--- config.mk ---
export PLATFORM = sky130hd
export DESIGN_NAME = alu_rr_sequencer_flat
export DESIGN_NICKNAME = d
export VERILOG_FILES = /design/src/rtl/alu_ctrl_pkg.sv /design/src/rtl/alu_rr_sequencer_if.sv /design/src/rtl/rr_arb2.sv /design/src/rtl/alu_rr_sequencer.sv /design/src/flat_wrapper.sv
export SDC_FILE = /design/constraint.sdc
export NUM_CORES = 1
export LEC_CHECK = 0
export BUFFER_PORTS_ARGS = -buffer_cell sky130_fd_sc_hd__clkbuf_2
export CORE_MARGIN = 3
export CORE_UTILIZATION = 35
export CTS_BUF_LIST = sky130_fd_sc_hd__clkbuf_4
export DETAILED_ROUTE_END_ITERATION = 7
export PLACE_DENSITY = 0.65
export SLEW_MARGIN = 0
export SYNTH_ARGS = -nofsm -noshare
export SYNTH_HDL_FRONTEND = slang
export SYNTH_SLANG_ARGS = --single-unit
export TNS_END_PERCENT = 100
--- constraint.sdc ---
create_clock -name clk -period 2 [get_ports clk]
set_input_delay 0.3 -clock clk [delete_from_list [all_inputs] [get_ports clk]]
set_output_delay 0.3 -clock clk [all_outputs]
set_load 0.005 [all_outputs]
--- src/rtl/alu_ctrl_pkg.sv ---
// Shared definitions for the ALU round-robin sequencer: op codes, FSM states,
// op-to-selector mapping and a saturating counter helper.
package alu_ctrl_pkg;

   localparam int unsigned SEL_W = 7;

   localparam logic [2:0] OP_AND     = 3'd0;
   localparam logic [2:0] OP_OR      = 3'd1;
   localparam logic [2:0] OP_NOT     = 3'd2;
   localparam logic [2:0] OP_XOR     = 3'd3;
   localparam logic [2:0] OP_ADD     = 3'd4;
   localparam logic [2:0] OP_SUB     = 3'd5;
   localparam logic [2:0] OP_MULT    = 3'd6;
   localparam logic [2:0] OP_ILLEGAL = 3'd7;

   typedef enum logic [1:0] {
      S_IDLE  = 2'b00,
      S_ISSUE = 2'b01,
      S_WAIT  = 2'b10,
      S_RESP  = 2'b11
   } state_e;

   // Selector bit order {mult,sub,add,xor,not,or,and} matches the op-code value.
   function automatic logic [SEL_W-1:0] op_to_sel(input logic [2:0] op);
      logic [SEL_W-1:0] sel;
      sel = '0;
      if (op != OP_ILLEGAL) begin
         sel[op] = 1'b1;
      end
      return sel;
   endfunction

   function automatic logic [7:0] sat_inc8(input logic [7:0] val);
      return (val == 8'hff) ? val : val + 8'd1;
   endfunction

endpackage

--- src/rtl/alu_rr_sequencer_if.sv ---
// Request, ALU-drive and response signals of the ALU round-robin sequencer.
// slave: the sequencer; master: requesters plus the ALU datapath.
interface alu_rr_sequencer_if #(
   parameter int unsigned W = 8
) ();

   logic [1:0]   req_valid;
   logic [1:0]   req_ready;
   logic [2:0]   req_op0;
   logic [2:0]   req_op1;
   logic [W-1:0] req_a0;
   logic [W-1:0] req_b0;
   logic [W-1:0] req_a1;
   logic [W-1:0] req_b1;

   logic [W-1:0] alu_a;
   logic [W-1:0] alu_b;
   logic [6:0]   alu_sel;
   logic [W-1:0] alu_result;
   logic         alu_overflow;

   logic         rsp_valid;
   logic         rsp_ready;
   logic         rsp_id;
   logic [W-1:0] rsp_data;
   logic         rsp_error;

   modport slave (
      input  req_valid, req_op0, req_op1, req_a0, req_b0, req_a1, req_b1,
      input  alu_result, alu_overflow, rsp_ready,
      output req_ready, alu_a, alu_b, alu_sel,
      output rsp_valid, rsp_id, rsp_data, rsp_error
   );

   modport master (
      output req_valid, req_op0, req_op1, req_a0, req_b0, req_a1, req_b1,
      output alu_result, alu_overflow, rsp_ready,
      input  req_ready, alu_a, alu_b, alu_sel,
      input  rsp_valid, rsp_id, rsp_data, rsp_error
   );

endinterface

--- src/rtl/rr_arb2.sv ---
// Two-requester round-robin arbiter. A grant is always a completed handshake,
// so the last-winner pointer advances on every grant.
module rr_arb2 (
   input  logic       clk_i,
   input  logic       rst_i,
   input  logic       en_i,
   input  logic [1:0] req_i,
   output logic [1:0] gnt_o,
   output logic       gnt_id_o,
   output logic       upd_o
);

   logic last_q;
   logic win_id;

   always_comb begin
      win_id = ~last_q;
      case (req_i)
         2'b01:   win_id = 1'b0;
         2'b10:   win_id = 1'b1;
         default: win_id = ~last_q;
      endcase
   end

   assign upd_o    = en_i & (|req_i);
   assign gnt_id_o = win_id;
   assign gnt_o    = upd_o ? (win_id ? 2'b10 : 2'b01) : 2'b00;

   // Resets to 1 so requester 0 wins the first contested cycle.
   always_ff @(posedge clk_i) begin
      if (rst_i) begin
         last_q <= 1'b1;
      end else if (upd_o) begin
         last_q <= win_id;
      end
   end

endmodule

--- src/rtl/alu_rr_sequencer.sv ---
// Round-robin sequencer sharing one ALU between two requesters.
// Define ALU_RR_STATS_EN to build the saturating response/error counters.
module alu_rr_sequencer
   import alu_ctrl_pkg::*;
#(
   parameter int unsigned W = 8
) (
   input  logic                clk,
   input  logic                rst,
   input  logic                en,
   alu_rr_sequencer_if.slave   bus,
   output logic                busy,
   output logic [7:0]          stat_ops0,
   output logic [7:0]          stat_ops1,
   output logic [7:0]          stat_err
);

   state_e           state_q;
   logic [2:0]       op_q;
   logic [W-1:0]     alu_a_q;
   logic [W-1:0]     alu_b_q;
   logic [SEL_W-1:0] alu_sel_q;
   logic             rsp_valid_q;
   logic             rsp_id_q;
   logic [W-1:0]     rsp_data_q;
   logic             rsp_error_q;

   logic             arb_en;
   logic             accept;
   logic             gnt_id;
   logic [1:0]       gnt;
   logic [2:0]       acc_op;
   logic [W-1:0]     acc_a;
   logic [W-1:0]     acc_b;

   assign arb_en = en & ~rst & (state_q == S_IDLE);

   rr_arb2 u_arb (
      .clk_i    (clk),
      .rst_i    (rst),
      .en_i     (arb_en),
      .req_i    (bus.req_valid),
      .gnt_o    (gnt),
      .gnt_id_o (gnt_id),
      .upd_o    (accept)
   );

   assign acc_op = gnt_id ? bus.req_op1 : bus.req_op0;
   assign acc_a  = gnt_id ? bus.req_a1  : bus.req_a0;
   assign acc_b  = gnt_id ? bus.req_b1  : bus.req_b0;

   always_ff @(posedge clk) begin
      if (rst) begin
         state_q     <= S_IDLE;
         op_q        <= OP_AND;
         alu_a_q     <= '0;
         alu_b_q     <= '0;
         alu_sel_q   <= '0;
         rsp_valid_q <= 1'b0;
         rsp_id_q    <= 1'b0;
         rsp_data_q  <= '0;
         rsp_error_q <= 1'b0;
      end else begin
         unique case (state_q)
            S_IDLE: begin
               if (accept) begin
                  op_q     <= acc_op;
                  rsp_id_q <= gnt_id;
                  // Illegal ops never touch the ALU and answer immediately.
                  if (acc_op == OP_ILLEGAL) begin
                     rsp_data_q  <= '0;
                     rsp_error_q <= 1'b1;
                     rsp_valid_q <= 1'b1;
                     state_q     <= S_RESP;
                  end else begin
                     alu_a_q   <= acc_a;
                     alu_b_q   <= acc_b;
                     alu_sel_q <= op_to_sel(acc_op);
                     state_q   <= S_ISSUE;
                  end
               end
            end
            S_ISSUE: begin
               state_q <= S_WAIT;
            end
            S_WAIT: begin
               rsp_data_q  <= bus.alu_result;
               rsp_error_q <= (op_q == OP_MULT) & bus.alu_overflow;
               alu_sel_q   <= '0;
               rsp_valid_q <= 1'b1;
               state_q     <= S_RESP;
            end
            S_RESP: begin
               if (bus.rsp_ready) begin
                  rsp_valid_q <= 1'b0;
                  state_q     <= S_IDLE;
               end
            end
         endcase
      end
   end

   assign bus.req_ready = gnt;
   assign bus.alu_a     = alu_a_q;
   assign bus.alu_b     = alu_b_q;
   assign bus.alu_sel   = alu_sel_q;
   assign bus.rsp_valid = rsp_valid_q;
   assign bus.rsp_id    = rsp_id_q;
   assign bus.rsp_data  = rsp_data_q;
   assign bus.rsp_error = rsp_error_q;
   assign busy          = (state_q != S_IDLE);

`ifdef ALU_RR_STATS_EN
   logic [7:0] stat_ops0_q;
   logic [7:0] stat_ops1_q;
   logic [7:0] stat_err_q;
   logic       rsp_hs;

   assign rsp_hs = rsp_valid_q & bus.rsp_ready;

   always_ff @(posedge clk) begin
      if (rst) begin
         stat_ops0_q <= '0;
         stat_ops1_q <= '0;
         stat_err_q  <= '0;
      end else if (rsp_hs) begin
         if (!rsp_id_q) stat_ops0_q <= sat_inc8(stat_ops0_q);
         if (rsp_id_q)  stat_ops1_q <= sat_inc8(stat_ops1_q);
         if (rsp_error_q) stat_err_q <= sat_inc8(stat_err_q);
      end
   end

   assign stat_ops0 = stat_ops0_q;
   assign stat_ops1 = stat_ops1_q;
   assign stat_err  = stat_err_q;
`else
   assign stat_ops0 = '0;
   assign stat_ops1 = '0;
   assign stat_err  = '0;
`endif

endmodule

--- src/flat_wrapper.sv ---
// flat-port wrapper written by rule: the top's interface ports become plain ports
module alu_rr_sequencer_flat import alu_ctrl_pkg::*;
#(
   parameter int unsigned W = 8
)
  (clk, rst, en, busy, stat_ops0, stat_ops1, stat_err, bus_req_valid, bus_req_op0, bus_req_op1, bus_req_a0, bus_req_b0, bus_req_a1, bus_req_b1, bus_alu_result, bus_alu_overflow, bus_rsp_ready, bus_req_ready, bus_alu_a, bus_alu_b, bus_alu_sel, bus_rsp_valid, bus_rsp_id, bus_rsp_data, bus_rsp_error);
  alu_rr_sequencer_if #(.W(W)) bus_i ();
  input  logic clk;
  input  logic rst;
  input  logic en;
  output logic busy;
  output logic [7:0] stat_ops0;
  output logic [7:0] stat_ops1;
  output logic [7:0] stat_err;
  input wire logic [$bits(bus_i.req_valid)-1:0] bus_req_valid;
  input wire logic [$bits(bus_i.req_op0)-1:0] bus_req_op0;
  input wire logic [$bits(bus_i.req_op1)-1:0] bus_req_op1;
  input wire logic [$bits(bus_i.req_a0)-1:0] bus_req_a0;
  input wire logic [$bits(bus_i.req_b0)-1:0] bus_req_b0;
  input wire logic [$bits(bus_i.req_a1)-1:0] bus_req_a1;
  input wire logic [$bits(bus_i.req_b1)-1:0] bus_req_b1;
  input wire logic [$bits(bus_i.alu_result)-1:0] bus_alu_result;
  input wire logic [$bits(bus_i.alu_overflow)-1:0] bus_alu_overflow;
  input wire logic [$bits(bus_i.rsp_ready)-1:0] bus_rsp_ready;
  output wire logic [$bits(bus_i.req_ready)-1:0] bus_req_ready;
  output wire logic [$bits(bus_i.alu_a)-1:0] bus_alu_a;
  output wire logic [$bits(bus_i.alu_b)-1:0] bus_alu_b;
  output wire logic [$bits(bus_i.alu_sel)-1:0] bus_alu_sel;
  output wire logic [$bits(bus_i.rsp_valid)-1:0] bus_rsp_valid;
  output wire logic [$bits(bus_i.rsp_id)-1:0] bus_rsp_id;
  output wire logic [$bits(bus_i.rsp_data)-1:0] bus_rsp_data;
  output wire logic [$bits(bus_i.rsp_error)-1:0] bus_rsp_error;
  assign bus_i.req_valid = bus_req_valid;
  assign bus_i.req_op0 = bus_req_op0;
  assign bus_i.req_op1 = bus_req_op1;
  assign bus_i.req_a0 = bus_req_a0;
  assign bus_i.req_b0 = bus_req_b0;
  assign bus_i.req_a1 = bus_req_a1;
  assign bus_i.req_b1 = bus_req_b1;
  assign bus_i.alu_result = bus_alu_result;
  assign bus_i.alu_overflow = bus_alu_overflow;
  assign bus_i.rsp_ready = bus_rsp_ready;
  assign bus_req_ready = bus_i.req_ready;
  assign bus_alu_a = bus_i.alu_a;
  assign bus_alu_b = bus_i.alu_b;
  assign bus_alu_sel = bus_i.alu_sel;
  assign bus_rsp_valid = bus_i.rsp_valid;
  assign bus_rsp_id = bus_i.rsp_id;
  assign bus_rsp_data = bus_i.rsp_data;
  assign bus_rsp_error = bus_i.rsp_error;
  alu_rr_sequencer #(.W(W)) u_core (.clk(clk), .rst(rst), .en(en), .bus(bus_i), .busy(busy), .stat_ops0(stat_ops0), .stat_ops1(stat_ops1), .stat_err(stat_err));
endmodule
# --- Yosys cells after proc, flatten, opt, wreduce, memory -nomap -nowiden ---
# Index checks and enable logic that the tools add are counted.
word_totals:
  out_inout_bits: 61
  input_bits: 53
  elab_cells: 67
  regBits: 40
op_classes:
  eq_ne: 12
  bitwise_logic: 7
  n_reduce_logical: 12
  mux: 24
  n_lt_le_gt_ge: 2
op_table:
  columns: ["cell", "n"]
  rows:
  - ["two-way mux 8 bit", 4]
  - ["two-way mux 7 bit", 3]
  - ["one-hot mux 8 bit (2 select lines)", 1]
  - ["one-hot mux 7 bit (2 select lines)", 1]
  - ["two-way mux 2 bit", 5]
  - ["AND reduction 3 bit", 3]
  - ["!= test 2 bit (second input constant)", 4]
  - ["one-hot mux 2 bit (4 select lines)", 1]
  - ["equality test 2 bit (second input constant)", 3]
  - ["equality test 3 bit (second input constant)", 2]
  - ["AND 1 bit", 4]
  - ["equality test 2 x 1 -> 1 bit (second input constant)", 2]
  - ["< comparator 3 x 4 -> 1 bit (second input constant)", 1]
  - ["two-way mux 1 bit", 4]
  - ["one-hot mux 1 bit (2 select lines)", 2]
  - ["AND reduction 2 bit", 2]
  - ["AND reduction 4 bit", 1]
  - ["nonzero test 2 bit", 2]
  - ["demux 1 bit (select 3 bit)", 1]
  - [">= comparator 3 x 1 -> 1 bit (second input constant)", 1]
  - ["two-way mux 3 bit", 1]
  - ["!= test 3 bit (second input constant)", 1]
  - ["inverter 1 bit", 3]
  - ["one-hot mux 1 bit (3 select lines)", 1]
  - ["other kinds (4)", 4]

# --- Logic depth before layout (Yosys ltp) ---
# Gate-level depths: netlist of run 1.
depth:
  ltp_word: 11
  mapped_depth: 8
  ltp_nobuf: 7

# --- By module ---
# Synthesis of run 1 repeated with hierarchy kept, for this count alone.
unflattened:
  hier_cells: 252
  area_unflattened_um2: 2252.2
modules_own_cells:
  columns: ["mod", "area_each_um2", "n_inst", "seq_area_each_um2", "cells_per_inst"]
  rows:
  - ["alu_rr_sequencer", 2129.5, 1, 780.7, 237]
  - ["rr_arb2", 122.6, 1, 20.0, 15]

# --- Worst setup path before layout of run 1 ---
# OpenSTA, ideal clock, no wires.
synth_timing:
  path_type: "input to register"
  from: "input bus_req_valid[0]"
  to: "register u_core.alu_a_q[0] (netlist: u_core.bus.alu_a[0])"
  setup_time_ns: 0.091
  t_required_ns: 1.909
  path_stages: 8
  path_slack_ns: 0.143
  n_path_buf: 1
  arrival_time_ns: 1.766
  cell_sequence: "inv_1 > ha_1 > or2_1 > and3_4 > nor3_4 > buf_4 > nor2_1 > a311oi_1"
synth_between:
  elab_chain_cells: 6
  elab_cells_between_ends: 10
  classes_between: "3 x eq/ne; 3 x mux; 2 x bitwise; 2 x reduce/logical"
synth_rtl:
  columns: ["element", "line", "rtl"]
  rows:
  - ["start, declared", "flat_wrapper.sv:15", "input wire logic [$bits(bus_i.req_valid)-1:0] bus_req_valid;"]
  - ["equality test 2 bit or equality test 2 x 1 -> 1 bit (tied branches)", "rr_arb2.sv:18", "case (req_i)"]
  - ["one-hot mux 1 bit (2 select lines)", "rr_arb2.sv:18", null]
  - ["two-way mux 3 bit", "alu_rr_sequencer.sv:48", "assign acc_op = gnt_id ? bus.req_op1 : bus.req_op0;"]
  - ["equality test 3 bit", "alu_rr_sequencer.sv:70", "if (acc_op == OP_ILLEGAL) begin"]
  - ["inverter 1 bit (no line)", null, null]
  - ["AND reduction 3 bit (no line)", null, null]
  - ["end signal, assigned", "alu_rr_sequencer.sv:56", "alu_a_q <= '0;"]
  - ["end signal, assigned", "alu_rr_sequencer.sv:76", "alu_a_q <= acc_a;"]
  - ["end, declared", "alu_rr_sequencer.sv:20", "logic [W-1:0] alu_a_q;"]
# Several ways; a longest one is shown, not always the timed one.
# A chain may end at the register's enable or synchronous reset.

# --- Worst setup path in the final report of run 1 ---
layout_timing:
  from: "register u_core.state_q[1]"
  to: "output busy"
layout_between:
  elab_chain_cells: 1
layout_rtl:
  columns: ["element", "line", "rtl"]
  rows:
  - ["start, declared", "alu_rr_sequencer.sv:18", "state_e state_q;"]
  - ["start signal, assigned", "alu_rr_sequencer.sv:54", "state_q <= S_IDLE;"]
  - ["start signal, assigned", "alu_rr_sequencer.sv:74", "state_q <= S_RESP;"]
  - ["start signal, assigned", "alu_rr_sequencer.sv:79", "state_q <= S_ISSUE;"]
  - ["nonzero test 2 bit", "alu_rr_sequencer.sv:111", "assign busy = (state_q != S_IDLE);"]
  - ["end, declared", "flat_wrapper.sv:11", "output logic busy;"]
# No other way between the ends.

==> key figures, run 1 <==
Placed design
  • Count of input and output buffers: 89
  • Placed Area: 2660 um2
  • Routability Congestion: 0.807
  • HPWL Detailed: 4.10 mm

Global routing
  • Total grt overflow: 0
  • Met2 Use GR: 24.1%
  • First-pass GRT wire length: 9.03 mm
  • GR met1 Demand/Resource: 20.3%
  • Routing usage on met3: 4.34%
  • Initial antenna violation count: 0
  • Vias in the first global route: 1967
  • Total track usage: 15.2%
  • GRT Max-Usage Layer: met2
  • Largest net degree at the start of global routing: 34

Yosys
  • Area contributors post-synth: dfxtp_1 38%, buf_4 9.2%, nand2_1 6.7%
  • Count of cell types in the netlist: 37
  • Ys async rst share: 0%
  • Seq/Total Area, Yosys: 37.8%
  • Cell accounting for the most synthesized area: dfxtp_1
  • Mapped Cells: 258
  • Syn_area_per_cell: 8.21 um2
  • Number of flops mapped to enable cells by yosys: 0
  • Cell area after synthesis: 2120 um2
  • Yosys reg bits: 40
  • Top FF cell, synth: dfxtp_1
  • Yosys top cell area share: 37.8%
  • Synth warn: 0

Timing
  • Slew Limit Fails: 0
  • Final setup violation count: 0
  • Final critical-path required period: 1.88 ns
  • Final period util: 93.9%
  • FMAX: 532 MHz
  • Unrepaired setup endpoints after global routing: no
  • Final Hold Viols: 0
  • WHS: 0.178 ns
  • Clk_skew: 0.0148 ns

Clock tree
  • CTS Sinks: 40
  • CTS tree: done
  • CTS H-tree depth: 2
  • Clk_lat worst skew: 0.35 ns
  • # hold bufs at CTS: 0
  • Reg clk slew, reported paths: 0.14 ns
  • Clk root buf: clkbuf_4
  • Clock tree buffer depth: 2
  • CTS buffer count: 5

Cells and area
  • Area Growth Syn to Fin: 29.8%
  • Most frequent cells in the layout: 89 x clkbuf_2, 39 x dfxtp_1, 38 x nand2_1
  • Most common cell after layout, fill and taps aside: clkbuf_2
  • Layout cells sized above 1: 35.8%
  • Final Cell Area: 2750 um2
  • Ant. Diodes: 0
  • Layout Nets: 418

Power and ir drop
  • VDD IR max: 0.000399 V
  • Pwr Density: 843 nW/um2
  • Pleak: 0.00130 uW

Critical path
  • Arrival time worst endpoint: 1.58 ns
  • Critical Path Source: u_core.state_q[1]$_SDFFE_PP0P_
  • Worst path slowest cell: dfxtp_1
  • Max FO, Critical Path: 11
  • Critical Path RT: 1.70 ns
  • Critical path's largest stage delay: 0.38 ns
  • CP endpoint kind: primary output
  • Kind of critical path: flop to primary output
  • CP Cell Sequence: inv_1 -> ha_1 -> buf_4 -> inv_1 -> buf_4 -> clkbuf_2
  • Reg-to-Reg Start: u_core.state_q[1]$_SDFFE_PP0P_
  • Startpoint Class: flop

Routing
  • Vias/cell: 4.87
  • Iteration-0 DRC count of the detailed router: 113
  • Per-cell routed wire length: 12.5 um
  • WL final: 5.40 mm
  • Vias: 2105
  • Antenna viol nets, final: 0
  • Iteration count of the initial detailed-routing pass: 4
  • DRC viols: 0

Outcome
  • Status: complete, no violations

Floorplan
  • Die Y: 83.8 um
  • Number of top-level pins: 114
  • Die X: 83.8 um
  • Die area: 7020 um2
  • # rows: 27
  • Core area: 5680 um2
  • Initial Utilization: 37.3%

Hold path
  • HP Class: primary input to flop
  • Hold_sp: bus_req_b0[4]

Job
  • # Max-Cap Violations: 0
==> worst paths after layout <==
kind | endpoint | cells past startpoint | slack [ns]
max reg2reg | u_core.bus.rsp_valid$_SDFFE_PP0P_ | 7 | 0.17
min | u_core.bus.alu_b[4]$_SDFFE_PP0P_ | 3 | 0.18
min reg2reg | u_core.bus.rsp_data[5]$_SDFFE_PP0P_ | 2 | 0.48
max | busy | 6 | 0.12
==> layer usage <==
layer / share of wire (%) / up-vias
li1: - / 1065
met1: 47 / 953
met2: 44 / 80
met3: 8.1 / 7
met4: 0.87 / 0
met5: 0 / -
==> critical path: cells and delay by family (launching register included) <==
kind,cells,cell delay (ns)
flops,1,0.38
fa+ha+maj,1,0.22
buf+inv,5,0.63
==> repair_timing <==
| item | in CTS | in global routing |
|---|---|---|
| buffers inserted | 0 | 0 |
| gates resized for setup | 0 | 2 |
| setup endpoints to repair | 0 | 2 |
==> power breakdown <==
part	leakage (uW)	total (uW)	internal, uW	switching, uW
Combinational	0.000930	801	357	444
Clock	0.0000418	552	267	285
Sequential	0.000326	964	903	60.9
==> cells in the mapped netlist, types with 2 or more instances <==
cell type  instances
ha_1               6
nor2b_1            2
o211ai_1           8
nand3_1           15
o21ai_0            9
nand2_1           38
a21oi_1           13
mux2i_1            3
and3_1             3
and2_1             2
a311oi_1          16
clkbuf_1           9
inv_1              6
buf_4             26
or3_1              2
nor3_1             4
nor2_1            25
a22o_1             6
buf_2              4
dfxtp_1           40
nand3b_1           5
==> sequential cells by signal, indices dropped and copies added, names as in the netlist <==
name / count
u_core.bus.alu_sel: 7
u_core.state_q: 2
u_core.u_arb.last_q: 1
u_core.bus.alu_a: 8
u_core.bus.rsp_id: 1
u_core.op_q: 3
u_core.bus.alu_b: 8
u_core.bus.rsp_valid: 1
u_core.bus.rsp_error: 1
u_core.bus.rsp_data: 8
==> kinds of logic (layout without fill, tap and decap cells) <==
kind of cell	after synthesis	in the layout	synth area share [%]
multiplexers	3	3	1.42
other	1	24	0.177
AND/OR/NAND/NOR	102	102	23.2
buffers and inverters	45	124	12.8
adder cells (fa/ha/maj)	6	6	3.55
AO/OA/AOI/OAI	61	61	21.0
flip-flops	40	40	37.8
==> metrics by stage <==
step           utilization (%)  power (uW)  setup slack (ns)  TNS, ns  cells
2_1_floorplan                -        1470             0.143        0    281
3_3_place_gp              46.9        1760            0.0140        0    424
3_5_place_dp              46.9        1780           -0.0485   -0.284    424
4_1_cts                   48.3        2340            0.0737        0    432
5_1_grt                   48.4        2490           0.00270        0    432
6_report                  48.4        2320             0.121        0    432
==> final cells by class <==
| cell class | instances | area (um2) |
|---|---|---|
| Sequential cell | 40 | 802 |
| Clock buffer | 5 | 37.5 |
| Inverter | 6 | 22.5 |
| Tap cell | 72 | 90.1 |
| Clock inverter | 3 | 46.3 |
| Fill cell | 580 | 2930 |
| Multi-Input combinational cell | 196 | 1130 |
| Timing Repair Buffer | 110 | 616 |
(Power assumes the default switching activity.)
==> run 2: changes to the inputs <==
Settings changed: CAP_MARGIN set to 20, RECOVER_POWER set to 25.
==> run 2 against run 1 <==
Compared with the run above:
- routed wire length shrank 0.28%
- register-to-register slack about the same
- via count down 0.19%
- global-route usage unchanged
- total power shrank 0.27%
- clock-buffer cell count stayed put
- worst hold slack gained 0.0011 ns
- critical path depth is the same
- final cell count stayed put
- critical path type unchanged
- critical endpoint unchanged
==> key figures, run 2 (synthesized netlist as in run 1, its figures left out) <==
Cells and area
  • Final Instance Count excl. Fillers: 432
  • Final Cell Area: 2740 um2
  • Area Growth Syn to Fin: 29.3%
  • Most frequent cells in the layout: 81 x clkbuf_2, 39 x dfxtp_1, 38 x nand2_1
  • Layout cells sized above 1: 33.6%
  • Register area: 802 um2
  • Layout Nets: 418
  • Ant. Diodes: 0
  • Multi-input gate area: 1130 um2
  • Fill count: 583
  • Most common cell after layout, fill and taps aside: clkbuf_2

Timing
  • Final period util: 93.9%
  • Unrepaired setup endpoints after global routing: no
  • Final setup violation count: 0
  • Setup WS post-layout: 0.122 ns
  • Slew Limit Fails: 0
  • Final critical-path required period: 1.88 ns
  • Final Hold Viols: 0
  • Clk_skew: 0.0143 ns
  • FMAX: 532 MHz

Critical path
  • Worst R2R Setup Slack: 0.17 ns
  • R2r worst-path depth: 7
  • Critical Path Source: u_core.state_q[1]$_SDFFE_PP0P_
  • Max FO, Critical Path: 11
  • Kind of critical path: flop to primary output
  • Arrival time worst endpoint: 1.58 ns
  • Startpoint Class: flop
  • CP endpoint kind: primary output
  • Reg-to-Reg Start: u_core.state_q[1]$_SDFFE_PP0P_
  • CP Cell Sequence: inv_1 -> ha_1 -> buf_4 -> inv_1 -> buf_4 -> clkbuf_2
  • Critical Path RT: 1.70 ns
  • Critical path's largest stage delay: 0.38 ns
  • Worst path slowest cell: dfxtp_1
  • End of the worst register-to-register path: u_core.bus.rsp_valid$_SDFFE_PP0P_

Power and ir drop
  • Pwr Density: 844 nW/um2
  • Pleak: 0.00127 uW
  • Internal power: 1520 uW
  • Sw Ratio: 34.1%
  • Comb pwr share: 34.4%
  • Clock Power Share: 23.9%
  • Register share of total power: 41.7%
  • Psw: 789 uW
  • VDD IR max: 0.000396 V

Routing
  • Iteration count of the initial detailed-routing pass: 4
  • Vias: 2101
  • DRC viols: 0
  • Per-cell routed wire length: 12.5 um
  • Iteration-0 DRC count of the detailed router: 107
  • Antenna viol nets, final: 0
  • Vias/cell: 4.86
  • WL final: 5.39 mm

Global routing
  • Vias in the first global route: 1967
  • Largest net degree at the start of global routing: 34
  • Total track usage: 15.2%
  • Total grt overflow: 0
  • Initial antenna violation count: 0
  • First-pass GRT wire length: 9.03 mm

Placed design
  • Routability Congestion: 0.807
  • Inst Count DP: 424
  • DP Worst Slack: -0.0485 ns
  • Placed Area: 2660 um2
  • HPWL Detailed: 4.10 mm
  • Count of input and output buffers: 89

Clock tree
  • CTS tree: done
  • Reg clk slew, reported paths: 0.14 ns
  • Setup Buffers After CTS: 0
  • CTS H-tree depth: 2
  • CTS Sinks: 40
  • CTS buffer count: 5
  • Clk root buf: clkbuf_4
  • Clk_lat worst skew: 0.35 ns
  • Clock tree buffer depth: 2

Hold path
  • Hold_sp: bus_req_b0[4]
  • WHS Path Cells: 3
  • HP Class: primary input to flop
  • Hold path endpoint: u_core.bus.alu_b[4]$_SDFFE_PP0P_

Floorplan
  • Die Y: 83.8 um
  • Number of top-level pins: 114
  • Core area: 5680 um2
  • Initial Utilization: 37.3%
  • # rows: 27
  • Die area: 7020 um2
  • Die X: 83.8 um

Job
  • # Max-Cap Violations: 0

Outcome
  • Status: complete, no violations
==> run 2: cell counts in the layout (fill, tap and decap cells not counted) <==
No cell type changed its count.
==> run 2: cell type report <==
type | instances | area share (%)
Inverter | 6 | 0.823
Sequential cell | 40 | 29.3
Tap cell | 72 | 3.29
Timing Repair Buffer | 110 | 22.1
Clock inverter | 3 | 1.69
Clock buffer | 5 | 1.37
Multi-Input combinational cell | 196 | 41.4
==> run 2: critical path: cells and delay by family (launching register included) <==
kind | cells | cell delay [ns]
fa+ha+maj | 1 | 0.22
flops | 1 | 0.38
buf+inv | 5 | 0.63
==> run 2: how the worst max path moves through the flow <==
stage	endpoint	slack, ns	cells past startpoint
2_1_floorplan	u_core.bus.alu_a[0]$_SDFFE_PP0P_	0.14	8
3_5_place_dp	u_core.bus.alu_a[5]$_SDFFE_PP0P_	-0.05	9
6_report	busy	0.12	6
4_1_cts	busy	0.07	6
3_3_place_gp	u_core.bus.alu_sel[2]$_SDFFE_PP0P_	0.01	9
5_1_grt	u_core.bus.rsp_valid$_SDFFE_PP0P_	0.003	7
==> run 2: repair_timing <==
| action | CTS | global route |
|---|---|---|
| gates resized for setup | 0 | 2 |
| setup endpoints to repair | 0 | 2 |
| hold buffers | 0 | 0 |
==> run 2: per-layer routing <==
layer  share of wire (%)  GRT usage [%]
met5                   0              0
met4                0.87           4.09
met3                 8.3           4.34
met2                  45           24.1
met1                  46           20.3
==> run 2: metrics by stage <==
step	hold WS (ns)	util (%)	setup TNS, ns	power (uW)
after floorplan	0.436	-	0	1470
after global placement	0.448	46.9	0	1760
after detailed placement	0.458	46.9	-0.284	1780
after CTS	0.160	48.3	0	2340
after global routing	0.164	48.2	0	2480
final	0.179	48.2	0	2310
==> run 2: power by group through the flow <==
| stage | combinational [uW] | clock (uW) | sequential [uW] |
|---|---|---|---|
| floorplan | 496 | 0 | 977 |
| global placement | 785 | 0 | 978 |
| detailed placement | 796 | 0 | 980 |
| CTS | 800 | 574 | 962 |
| global route | 897 | 606 | 978 |
| finish | 795 | 552 | 964 |
